`config.mk`:
```
export PLATFORM = sky130hd
export DESIGN_NAME = serial_add_ctrl
export DESIGN_NICKNAME = d
export VERILOG_FILES = /design/src/rtl/serial_add_pkg.sv /design/src/rtl/full_adder.sv /design/src/rtl/serial_add_ctrl.sv
export SDC_FILE = /design/constraint.sdc
export NUM_CORES = 1
export LEC_CHECK = 0
export CORE_UTILIZATION = 49
export CTS_CLUSTER_SIZE = 14
export DETAILED_ROUTE_END_ITERATION = 12
export HOLD_SLACK_MARGIN = 0.15
export PLACE_DENSITY = 0.89
export SLEW_MARGIN = 0
export SYNTH_ARGS = -nofsm -noshare
export SYNTH_HDL_FRONTEND = slang
export SYNTH_SLANG_ARGS = --single-unit
export TNS_END_PERCENT = 20
```
`constraint.sdc`:
```
create_clock -name clk -period 1.58 [get_ports clk]
set_clock_uncertainty 0.15 [all_clocks]
set_input_delay 0.158 -clock clk [delete_from_list [all_inputs] [get_ports clk]]
set_output_delay 0.158 -clock clk [all_outputs]
set_load 0.01 [all_outputs]
```
`src/rtl/serial_add_pkg.sv`:
```
// serial_add_pkg: shared state encoding for the bit-serial adder sequencer
package serial_add_pkg;
  typedef enum logic [1:0] {
    S_IDLE = 2'd0,
    S_RUN  = 2'd1,
    S_DONE = 2'd2
  } state_t;
endpackage

```
`src/rtl/full_adder.sv`:
```
// full_adder: single-bit full adder cell (a + b + c -> Carry,Sum)
module full_adder (
  input  logic a,
  input  logic b,
  input  logic c,
  output logic Sum,
  output logic Carry
);
  assign Sum   = a ^ b ^ c;
  assign Carry = (a & b) | (c & (a ^ b));
endmodule

```
`src/rtl/serial_add_ctrl.sv`:
```
// serial_add_ctrl: bit-serial WIDTH-bit adder, one full_adder, valid/ready on both sides
// Ports: clk, rst_n (async active-low); in_valid/in_ready, op_a, op_b, cin (operand side);
//        op_sub (only with SERIAL_ADD_SUB_EN); out_valid/out_ready, sum, cout (result side);
//        busy (RUN or DONE). SERIAL_ADD_SUB_EN enables subtraction (sum = a - b, cout = no borrow).
module serial_add_ctrl
  import serial_add_pkg::*;
#(
  parameter int WIDTH = 8
) (
  input  logic             clk,
  input  logic             rst_n,
  input  logic             in_valid,
  output logic             in_ready,
  input  logic [WIDTH-1:0] op_a,
  input  logic [WIDTH-1:0] op_b,
  input  logic             cin,
`ifdef SERIAL_ADD_SUB_EN
  input  logic             op_sub,
`endif
  output logic             out_valid,
  input  logic             out_ready,
  output logic [WIDTH-1:0] sum,
  output logic             cout,
  output logic             busy
);
  localparam int CNT_W = ($clog2(WIDTH) < 1) ? 1 : $clog2(WIDTH);
  state_t state, state_nx;
  logic [WIDTH-1:0] a_sr, b_sr, sum_sr, sum_nx;
  logic [CNT_W-1:0] cnt;
  logic carry, carry_ld, b_bit, fa_s, fa_c, accept, last;
`ifdef SERIAL_ADD_SUB_EN
  logic sub_r;
  // subtraction is a + ~b + 1: invert B on the fly and seed the carry with 1
  assign b_bit    = b_sr[0] ^ sub_r;
  assign carry_ld = op_sub | cin;
`else
  assign b_bit    = b_sr[0];
  assign carry_ld = cin;
`endif
  full_adder u_fa (.a(a_sr[0]), .b(b_bit), .c(carry), .Sum(fa_s), .Carry(fa_c));
  assign in_ready  = state == S_IDLE;
  assign out_valid = state == S_DONE;
  assign busy      = state != S_IDLE;
  assign sum       = sum_sr;
  assign cout      = carry;
  assign accept    = in_valid & in_ready;
  assign last      = cnt == CNT_W'(WIDTH - 1);
  always_comb begin
    sum_nx = sum_sr >> 1;
    sum_nx[WIDTH-1] = fa_s;
    state_nx = (state == S_IDLE && in_valid) ? S_RUN  :
               (state == S_RUN  && last)     ? S_DONE :
               (state == S_DONE && out_ready) ? S_IDLE : state;
  end
  always_ff @(posedge clk or negedge rst_n) begin
    if (!rst_n) begin
      state  <= S_IDLE;
      a_sr   <= '0;
      b_sr   <= '0;
      sum_sr <= '0;
      carry  <= 1'b0;
      cnt    <= '0;
`ifdef SERIAL_ADD_SUB_EN
      sub_r  <= 1'b0;
`endif
    end else begin
      state <= state_nx;
      if (accept) begin
        a_sr  <= op_a;
        b_sr  <= op_b;
        carry <= carry_ld;
        cnt   <= '0;
`ifdef SERIAL_ADD_SUB_EN
        sub_r <= op_sub;
`endif
      end else if (state == S_RUN) begin
        a_sr   <= a_sr >> 1;
        b_sr   <= b_sr >> 1;
        sum_sr <= sum_nx;
        carry  <= fa_c;
        cnt    <= cnt + CNT_W'(1);
      end
    end
  end
endmodule
```
==> results.toml <==
[status]
violations = "setup timing"
status = "complete, but fails checks"

[timing]
worstMarginPinSlew_ns = 0.3749
worst_hold_slack_ns = 0.2387
rsz0062_at_grt = "true"
fin_crit_ns = 1.581
relSlewSlack_pct = 75.01
setup_ws_ns = -0.001458
setup_viol = 1
period_share_pct = 100.1
report.final.slew_viol_count = 0
fmax_mhz = 632.3
finalHoldViolations = 0

[synth]
synth_edf_count = 0
synth.distinct_cells = 30
syn_inst = 114
synthArstFlopShare_pct = 100.0
syn_nets = 138
ys.flop_type = "dfrtp_1"
ys_warn_count = 0
mappedNetlistArea_um2 = 1419
synth_area_per_cell_um2 = 12.45
yosys_register_bits = 30
yosysSeqAreaShare_pct = 52.91

[drt]
post_drt_via_cell_ratio = 5.767
ant_nets = 0
num_vias = 1113
drc = 0
wl_um = 3158
dr.pass1.iters = 4
first_iter_violations = 34
routedWlPerCell_um = 16.36

[power]
clkPwrFrac_pct = 14.5
internal-power_mw = 2.021
switching_power_mw = 1.048
comb_power_share_pct = 42.2
power_density_nw_per_um2 = 1587
irDropWorstVdd_v = 0.001112
seq_power_share_pct = 43.3
switching_share_pct = 34.16
p_leak_nw = 0.9182

[setup_path]
reg2reg_slack_ns = -0.001
r2r-end = "a_sr[4]"
r2r_start = "state[0]"
crit_chain = "buf_4 > buf_4 > nor2_2 > nor2_4 > o221a_2"
path_class = "reg -> reg"
cp.depth = 5
worst_path_most_repeated_cell = "buf_4"
cp_max_fo = 16
worst_setup_path_start_kind = "register"
critPathMaxStageDelay_ns = 0.45
crit_required_ns = 1.64
reg2regPathDepth = 5
cpLargestDelayFamily = "flip-flops"
worstSetupEndpointType = "register"
crit_slowest_cell = "dfrtp_2"
arrival_ns = 1.65
critPathBufInv = 2

[global_route]
antenna_found_initial = 0
track_usage_pct = 22.27
grt_pass1_wl_um = 5223
grt_pass1_vias = 1132
grt-ovfl-total = 0
grt_max_degree = 31

[cells_and_area]
fillers = 220
layout-drive-gt1-share_pct = 32.10
multiInputGateArea_um2 = 598.1
postLayoutCoreUtil_pct = 70.15
nNetsFinal = 187
antenna-diode-count = 0
areaGrowthSynthToFinish_pct = 36.33
seq_area_um2 = 753.2

[placed_design]
hpwl_um = 2221
gp_congestion = 0.8920
port_buffers = 32

[floorplan]
die-area_um2 = 3115
die_h_um = 55.81
rows = 19
num_io_pins = 33
initial_core_util_pct = 51.45
core-area_um2 = 2758
die_w_um = 55.81

[clock_tree]
cts_max_level = 2
clk_pin_slew_ns = 0.08
cts_buffers = 5
clk_latency_ns = 0.33
cts.sinks = 30
root_buffer = "clkbuf_4"
cts_tree = "built"
cts.path.max_buffers = 2

[flow_run]
maxCapViolations = 0

[worst_hold_path]
min_path_type = "in -> reg"
hp-start = "op_a[7]"
min_to = "a_sr[7]"
hold_path_depth = 3
## stage by stage
| stage | total power, mW | area [um^2] | setup TNS (ns) | setup WS, ns | std cells |
|---|---|---|---|---|---|
| after floorplan | 2.123 | 1419 | 0 | 0.1533 | 114 |
| after global placement | 2.534 | 1812 | 0 | 0.05808 | 184 |
| after detailed placement | 2.607 | 1812 | -0.01951 | -0.007156 | 184 |
| after CTS | 3.040 | 1874 | -0.2036 | -0.2036 | 191 |
| after global routing | 3.288 | 1934 | -0.1170 | -0.04201 | 193 |
| final | 3.069 | 1934 | -0.001458 | -0.001458 | 193 |
## kinds of logic after synthesis
group / Yosys count / synth area share (%)
muxes: 8 / 7.142
adders and majority gates: 3 / 3.174
buffers and inverters: 12 / 6.966
DFF: 30 / 52.91
AOI/OAI and AO/OA: 39 / 21.87
and+or+nand+nor: 22 / 7.937
## worst register-to-register path, delay by kind of cell, from the launching register on
family          cells  cell delay, ns
compound gates      1            0.25
buf+inv             2            0.34
flops               1            0.45
simple gates        2            0.28
## final cells by class
| cell class | count | area share [%] |
|---|---|---|
| inverter | 4 | 1.035 |
| timing repair buffer | 50 | 24.45 |
| multi-input combinational | 72 | 30.92 |
| tap | 31 | 2.005 |
| sequential | 30 | 38.94 |
| clock buffer | 6 | 2.652 |
## power by group through the flow
| stage | registers [mW] | clock network (mW) | logic (mW) |
|---|---|---|---|
| 6_report | 1.33 | 0.446 | 1.29 |
| 4_1_cts | 1.33 | 0.460 | 1.25 |
| 3_5_place_dp | 1.33 | 0 | 1.27 |
| 2_1_floorplan | 1.31 | 0 | 0.817 |
| 3_3_place_gp | 1.32 | 0 | 1.22 |
| 5_1_grt | 1.37 | 0.497 | 1.42 |
## synthesized netlist by cell type (all sizes together) (3+ instances only)
cell      n  share of area, %
nand2     3               1.3
dfrtp    30                53
o221a     6               4.8
o21ai     5               1.8
a21oi     6               3.4
inv       4               1.4
buf       7               5.3
o22ai     9               4.0
nor2     11               3.4
nor3      5               1.8
a2bb2oi   8               4.9
mux2      8               7.1
## state kept, by name (all words and copies together), names as in the netlist
name   count
a_sr       8
b_sr       8
cnt        3
cout       1
state      2
sum        8
## repair_timing
item                       4_1_cts  5_1_grt
setup endpoints to repair        5        9
hold buffers                     1        0
pin swaps                        0        0
setup buffers                    0        2
resized for setup                7       14
hold endpoints to repair        30        0
## how the worst max path moves through the flow
stage              from  endpoint  slack, ns
2_1_floorplan      cout    sum[7]       0.15
3_3_place_gp   in_valid      cout       0.06
3_5_place_dp   in_valid   a_sr[6]     -0.007
4_1_cts        state[1]      busy      -0.20
5_1_grt        state[0]   a_sr[4]      -0.04
6_report       state[0]   a_sr[4]     -0.001
## layer usage
metal	vias up	global-route usage, %	part of all wire [%]
met1	534	27.34	42
met2	46	36.49	49
met5	-	0	0
li1	524	-	-
met4	0	8.711	2.7
met3	9	7.442	6.0
## cell usage in the layout, fill, tap and decap left out, types with 2 or more instances in the layout
| cell type | synthesis | routed |
|---|---|---|
| o22ai_1 | 9 | 9 |
| ha_1 | 2 | 2 |
| dfrtp_1 | 30 | 28 |
| dlygate4sd2_1 | 0 | 4 |
| o21ai_0 | 4 | 4 |
| dfrtp_2 | 0 | 2 |
| a2bb2oi_1 | 8 | 8 |
| o221a_2 | 6 | 6 |
| mux2_4 | 3 | 3 |
| dlymetal6s2s_1 | 0 | 8 |
| a21oi_2 | 5 | 5 |
| clkdlybuf4s50_1 | 0 | 20 |
| nor3_1 | 5 | 5 |
| a22o_1 | 2 | 2 |
| mux2_2 | 5 | 5 |
| nand2_1 | 2 | 2 |
| buf_4 | 1 | 17 |
| nor2_4 | 1 | 2 |
| nor2_1 | 10 | 8 |
| inv_1 | 2 | 2 |
| clkbuf_4 | 0 | 5 |
Note: power is estimated with default switching activity, not from simulation.
==> variant 1: new RTL, same settings <==
Encoding of `state_t`: now one-hot (3 bits for 3 states).
--- a/src/rtl/serial_add_pkg.sv
+++ b/src/rtl/serial_add_pkg.sv
@@ -1,8 +1,8 @@
 // serial_add_pkg: shared state encoding for the bit-serial adder sequencer
 package serial_add_pkg;
-  typedef enum logic [1:0] {
-    S_IDLE = 2'd0,
-    S_RUN  = 2'd1,
-    S_DONE = 2'd2
+  typedef enum logic [2:0] {
+    S_IDLE = 3'b001,
+    S_RUN  = 3'b010,
+    S_DONE = 3'b100
   } state_t;
 endpackage
Formal check against the unedited RTL: same outputs for any inputs over 10 cycles, from zero or initial values and one cycle with rst_n low; not proved beyond that.
==> variant 1 against the unedited design <==
The flow still finishes with violations (negative setup slack). Hold slack improved by 9.8 ps. Synthesized area down 0.79%. Maximum frequency shrank 6.5%. Sequential cell count increased by 1. Design area rose by 3.1%. Highest routed layer unchanged. Non-clock buffer count increased by 3. Power rose by 17%. First-iteration DRC count grew 38%. Utilization grew 2.8 points. Count of clock-buffer cells in the layout up 1. Routed wire length is 2.9% higher. Worst setup slack got worse by 110 ps. Largest cell class unchanged.
==> variant 1: results (changes against the unedited design) <==
** Outcome
- The flow ran to the end, but the final reports show violations.
- Violations in the final reports :: negative setup slack

** Critical path
- Capture instance of the worst register-to-register path :: a_sr[2]$_DFFE_PN0P_
- The arrival time of data at the critical path endpoint was 1380 ps (-270 ps).
- The worst-case register-to-register setup slack came to -100 ps (-100 ps).
- The worst register-to-register path begins at state[0]$_DFFE_PN1P_.

** Logic synthesis
- Synthesized netlist net count :: 165 (+20%)
- Async S/R FF share, synth :: 1.00 (unchanged)
- Sequential fraction of the synthesis area :: 0.552 (+0.0229)
- Ranked by total cell area, the synthesized netlist is headed by sky130_fd_sc_hd__dfrtp_1, sky130_fd_sc_hd__nand2_1, sky130_fd_sc_hd__a21oi_1.

** Drt
- The via density per instance is 5.39 (-6.6%).
- The number of violations reported at the end of detailed-routing iteration 0 came to 47 (+38%).
- The average wire per cell in the routed design came to 14.4 um (-12%).

** STA
- The worst setup slack after layout was -112 ps (-110 ps).
- The final-layout setup total negative slack is -609 ps (-607 ps).
- Rel. slew slack :: 0.743 (-0.00726)
- The setup violation total in the final timing report came to 12 (+11).

** Placement
- The detailed placement HPWL came to 2070 um (-6.7%).

** Power and ir drop
- The worst IR drop on VDD was 1180 uV (+5.8%).
- The cell leakage power came to 1.09 nW (+18%).

** GRT
- The met1 track demand over resource in global routing came to 0.271 (-0.00214).
- The via count of the first global-routing pass came to 1182 (+4.4%).
- The met3 usage was 0.0698 (-0.00465).
- The pin count of the biggest net entering global routing came to 32 (+3.2%).
- Overall global routing resource usage :: 0.219 (-0.00359)
- The met2 usage in global routing is 0.373 (+0.00861).

** Finish
- Fraction of layout instances using a drive strength above 1 :: 0.196 (-0.125)
- Final net count :: 217 (+16%)

** Min path
- For hold timing, the worst endpoint is a_sr[5]$_DFFE_PN0P_.
- The min-delay analysis places its worst path in the category input pin to flop.
- The worst hold path begins at op_a[5].
variant 1: area by class of cell:
class | count | area (um2)
inverters | 4 | 15.0
flip-flops and latches | 31 | 777
clock buffers | 7 | 45.0
fillers | 190 | 739
multi-input cells | 98 | 578
clock inverters | 1 | 5.00
repair buffers | 53 | 536
well taps | 31 | 38.8
variant 1: cells by family (layout without fill, tap and decap cells):
logic type / after synthesis / count (layout) / synth area share
AO/OA/AOI/OAI: 39 / 39 / 0.177
adder cells (fa/ha/maj): 3 / 3 / 0.0320
XOR/XNOR: 1 / 1 / 0.00622
flip-flops: 31 / 31 / 0.552
AND/OR/NAND/NOR: 55 / 55 / 0.180
buffers and inverters: 12 / 65 / 0.0524
variant 1: per-layer routing:
layer | share of wire | vias to the layer above
met2 | 0.52 | 36
met3 | 0.048 | 6
met5 | 0 | -
met1 | 0.41 | 586
met4 | 0.018 | 0
li1 | - | 584
variant 1: how the worst max path moves through the flow:
stage,start,end,slack (ps),depth (start not counted)
after global routing,state[0]$_DFFE_PN1P_,in_ready,-150,4
after floorplan,state[0]$_DFFE_PN1P_,in_ready,100,3
after detailed placement,state[0]$_DFFE_PN1P_,in_ready,-250,4
after global placement,state[0]$_DFFE_PN1P_,in_ready,-220,4
final,state[0]$_DFFE_PN1P_,busy,-110,3
after CTS,state[0]$_DFFE_PN1P_,in_ready,-130,4
variant 1: power breakdown:
group / switching (mW) / internal (mW) / leakage [nW]
sequential: 0.193 / 1.11 / 0.402
combinational: 0.866 / 0.982 / 0.656
clock: 0.267 / 0.173 / 0.0293
total: 1.33 / 2.26 / 1.09
variant 1: worst max-delay path, cell delays in order (launching register included):
cell                      delay, ps
sky130_fd_sc_hd__dfstp_2        550
sky130_fd_sc_hd__inv_2           40
sky130_fd_sc_hd__or3_4          330
sky130_fd_sc_hd__buf_2          150
variant 1: metrics by stage:
| step | hold slack [ps] | area [um2] | setup WS [ps] | util | std cells |
|---|---|---|---|---|---|
| 4_1_cts | 253 | 1890 | -130 | 0.690 | 220 |
| 6_report | 248 | 1990 | -112 | 0.730 | 225 |
| 2_1_floorplan | -288 | 1410 | 104 | - | 141 |
| 5_1_grt | 272 | 1990 | -150 | 0.730 | 225 |
| 3_3_place_gp | 309 | 1830 | -220 | 0.670 | 211 |
| 3_5_place_dp | 316 | 1830 | -247 | 0.670 | 211 |
variant 1: repair_timing:
action	CTS	global route
setup endpoints to repair	14	25
resized for setup	17	15
gates cloned	0	1
hold buffers	1	0
hold endpoints to repair	30	0
pin swaps	1	4
buffers inserted	0	4
==> variant 2: new RTL, same flow settings <==
Without the edit above. Build with the macro `SERIAL_ADD_SUB_EN` defined.
--- a/src/rtl/serial_add_ctrl.sv
+++ b/src/rtl/serial_add_ctrl.sv
@@ -3,4 +3,6 @@
 //        op_sub (only with SERIAL_ADD_SUB_EN); out_valid/out_ready, sum, cout (result side);
 //        busy (RUN or DONE). SERIAL_ADD_SUB_EN enables subtraction (sum = a - b, cout = no borrow).
+`define SERIAL_ADD_SUB_EN
+
 module serial_add_ctrl
   import serial_add_pkg::*;
Interface: changed (added op_sub); port bits go from 33 to 34. The function was not compared with the original's and may differ.
==> variant 2 against the unedited design <==
Routed wire length is 0.16% higher. Final cell count is 10% higher. Non-clock buffer count is 7 lower. Combinational power is 26% higher. First-iteration DRC count is 26% lower. Highest routed layer unchanged. Power is 19% higher. Worst setup slack better by 35 ps. Sequential share of layout area is 2.3 points higher. Design area is 2.5% lower. Sequential cell count is 1 higher. Synthesized area is 4.0% lower. Largest power group is now combinational cells. Global-route usage is 1.5 points higher. Maximum frequency is 2.3% higher.
==> variant 2: results (changes against the unedited design) <==
** Min path
- Startpoint of the lowest-slack hold path :: out_ready
- The path with the worst hold slack has its endpoint at state[1]$_DFFE_PN0P_.

** Clocking
- The number of clock sinks was 31 (+3.3%).

** Placement
- Final RePlAce weighted congestion :: 0.743 (-17%)
- The count of input and output buffers is 33 (+3.1%).
- Placed wire-length estimate :: 2050 um (-7.7%)

** Drt
- The number of violations reported at the end of detailed-routing iteration 0 came to 25 (-26%).
- The total length of routed wires is 3160 um (+0.16%).

** STA
- Worst hold-check slack :: 232 ps (-6.65 ps)
- The setup violation total in the final timing report was 0 (-1).

** Power and ir drop
- Sw Pwr :: 1.38 mW (+31%)
- The clock network power was 0.649 mW (+46%).
- The power consumed by sequential cells came to 1.37 mW (+3%).
- PnR Total Power :: 3.65 mW (+19%)
- Pleak :: 1.02 nW (+11%)

** Finish
- The final instance count without filler cells came to 213 (+10%).
- The area occupied by registers came to 777 um2 (+3.2%).
- Fraction of layout instances using a drive strength above 1 :: 0.131 (-0.190)
- The multi-input combinational gate total was 97 (+35%).

** Logic synthesis
- Ranked by instance count, the synthesized netlist is headed by sky130_fd_sc_hd__nand2_1, sky130_fd_sc_hd__dfrtp_1, sky130_fd_sc_hd__a22oi_1, sky130_fd_sc_hd__o21ai_0, sky130_fd_sc_hd__buf_2.
- Sorting the synthesized cells by area gives the leading types as sky130_fd_sc_hd__dfrtp_1, sky130_fd_sc_hd__nand2_1, sky130_fd_sc_hd__a22oi_1.
- Synthesized area per cell :: 9.73 um2 (-22%)

** Critical path
- In this run the critical register-to-register path is captured at sub_r$_DFFE_PN0P_.
- Master of the slowest instance on the critical path :: sky130_fd_sc_hd__dfrtp_1
- Worst flop-to-flop path startpoint :: state[1]$_DFFE_PN0P_

** Outcome
- The flow ran to the end, and the final reports show no timing, DRC or antenna violations.

** GRT
- Pin count of the biggest net entering global routing :: 32 (+3.2%)
==> variant 2: changes by cell type after synthesis, sizes merged, moves of 3 or more <==
cell     unedited run  this run
a22oi               1        14
o22ai               9         0
nor3                5         0
mux2                8         2
o221a               6         0
nand2               3        59
a21oi               6         2
o21ai               5         8
a2bb2oi             8         0
nor2               11         1
==> variant 2: cells by family (layout without fill, tap and decap cells) <==
family | count (synthesis) | in the layout | synth area share
AND/OR/NAND/NOR | 65 | 65 | 0.197
flip-flops | 31 | 31 | 0.569
adder cells (fa/ha/maj) | 3 | 3 | 0.0331
buffers and inverters | 12 | 55 | 0.0468
XOR/XNOR | 1 | 1 | 0.00643
multiplexers | 2 | 2 | 0.0193
AO/OA/AOI/OAI | 26 | 26 | 0.128
==> variant 2: what timing repair did <==
action	4_1_cts	5_1_grt
gates resized for setup	6	17
endpoints found under the setup margin	5	25
hold buffers	1	0
pin swaps	0	1
endpoints found under the hold margin	31	0
buffers inserted	3	0
==> variant 2: how the worst max path moves through the flow <==
stage | startpoint | endpoint | slack, ps | cells after the start
floorplan | cout$_DFFE_PN0P_ | cout$_DFFE_PN0P_ | 150 | 4
global placement | in_valid | sub_r$_DFFE_PN0P_ | 120 | 3
detailed placement | state[0]$_DFFE_PN0P_ | out_valid | 70 | 2
CTS | sum[5]$_DFFE_PN0P_ | sum[5] | 8 | 1
global route | state[1]$_DFFE_PN0P_ | busy | -20 | 3
finish | state[1]$_DFFE_PN0P_ | sub_r$_DFFE_PN0P_ | 30 | 4
==> variant 2: per-layer routing <==
metal	GRT usage	vias up	wire (um)
met3	0.0611	9	183
met1	0.265	548	1250
met4	0.115	0	81
li1	-	543	-
met5	0	-	0
met2	0.414	38	1650
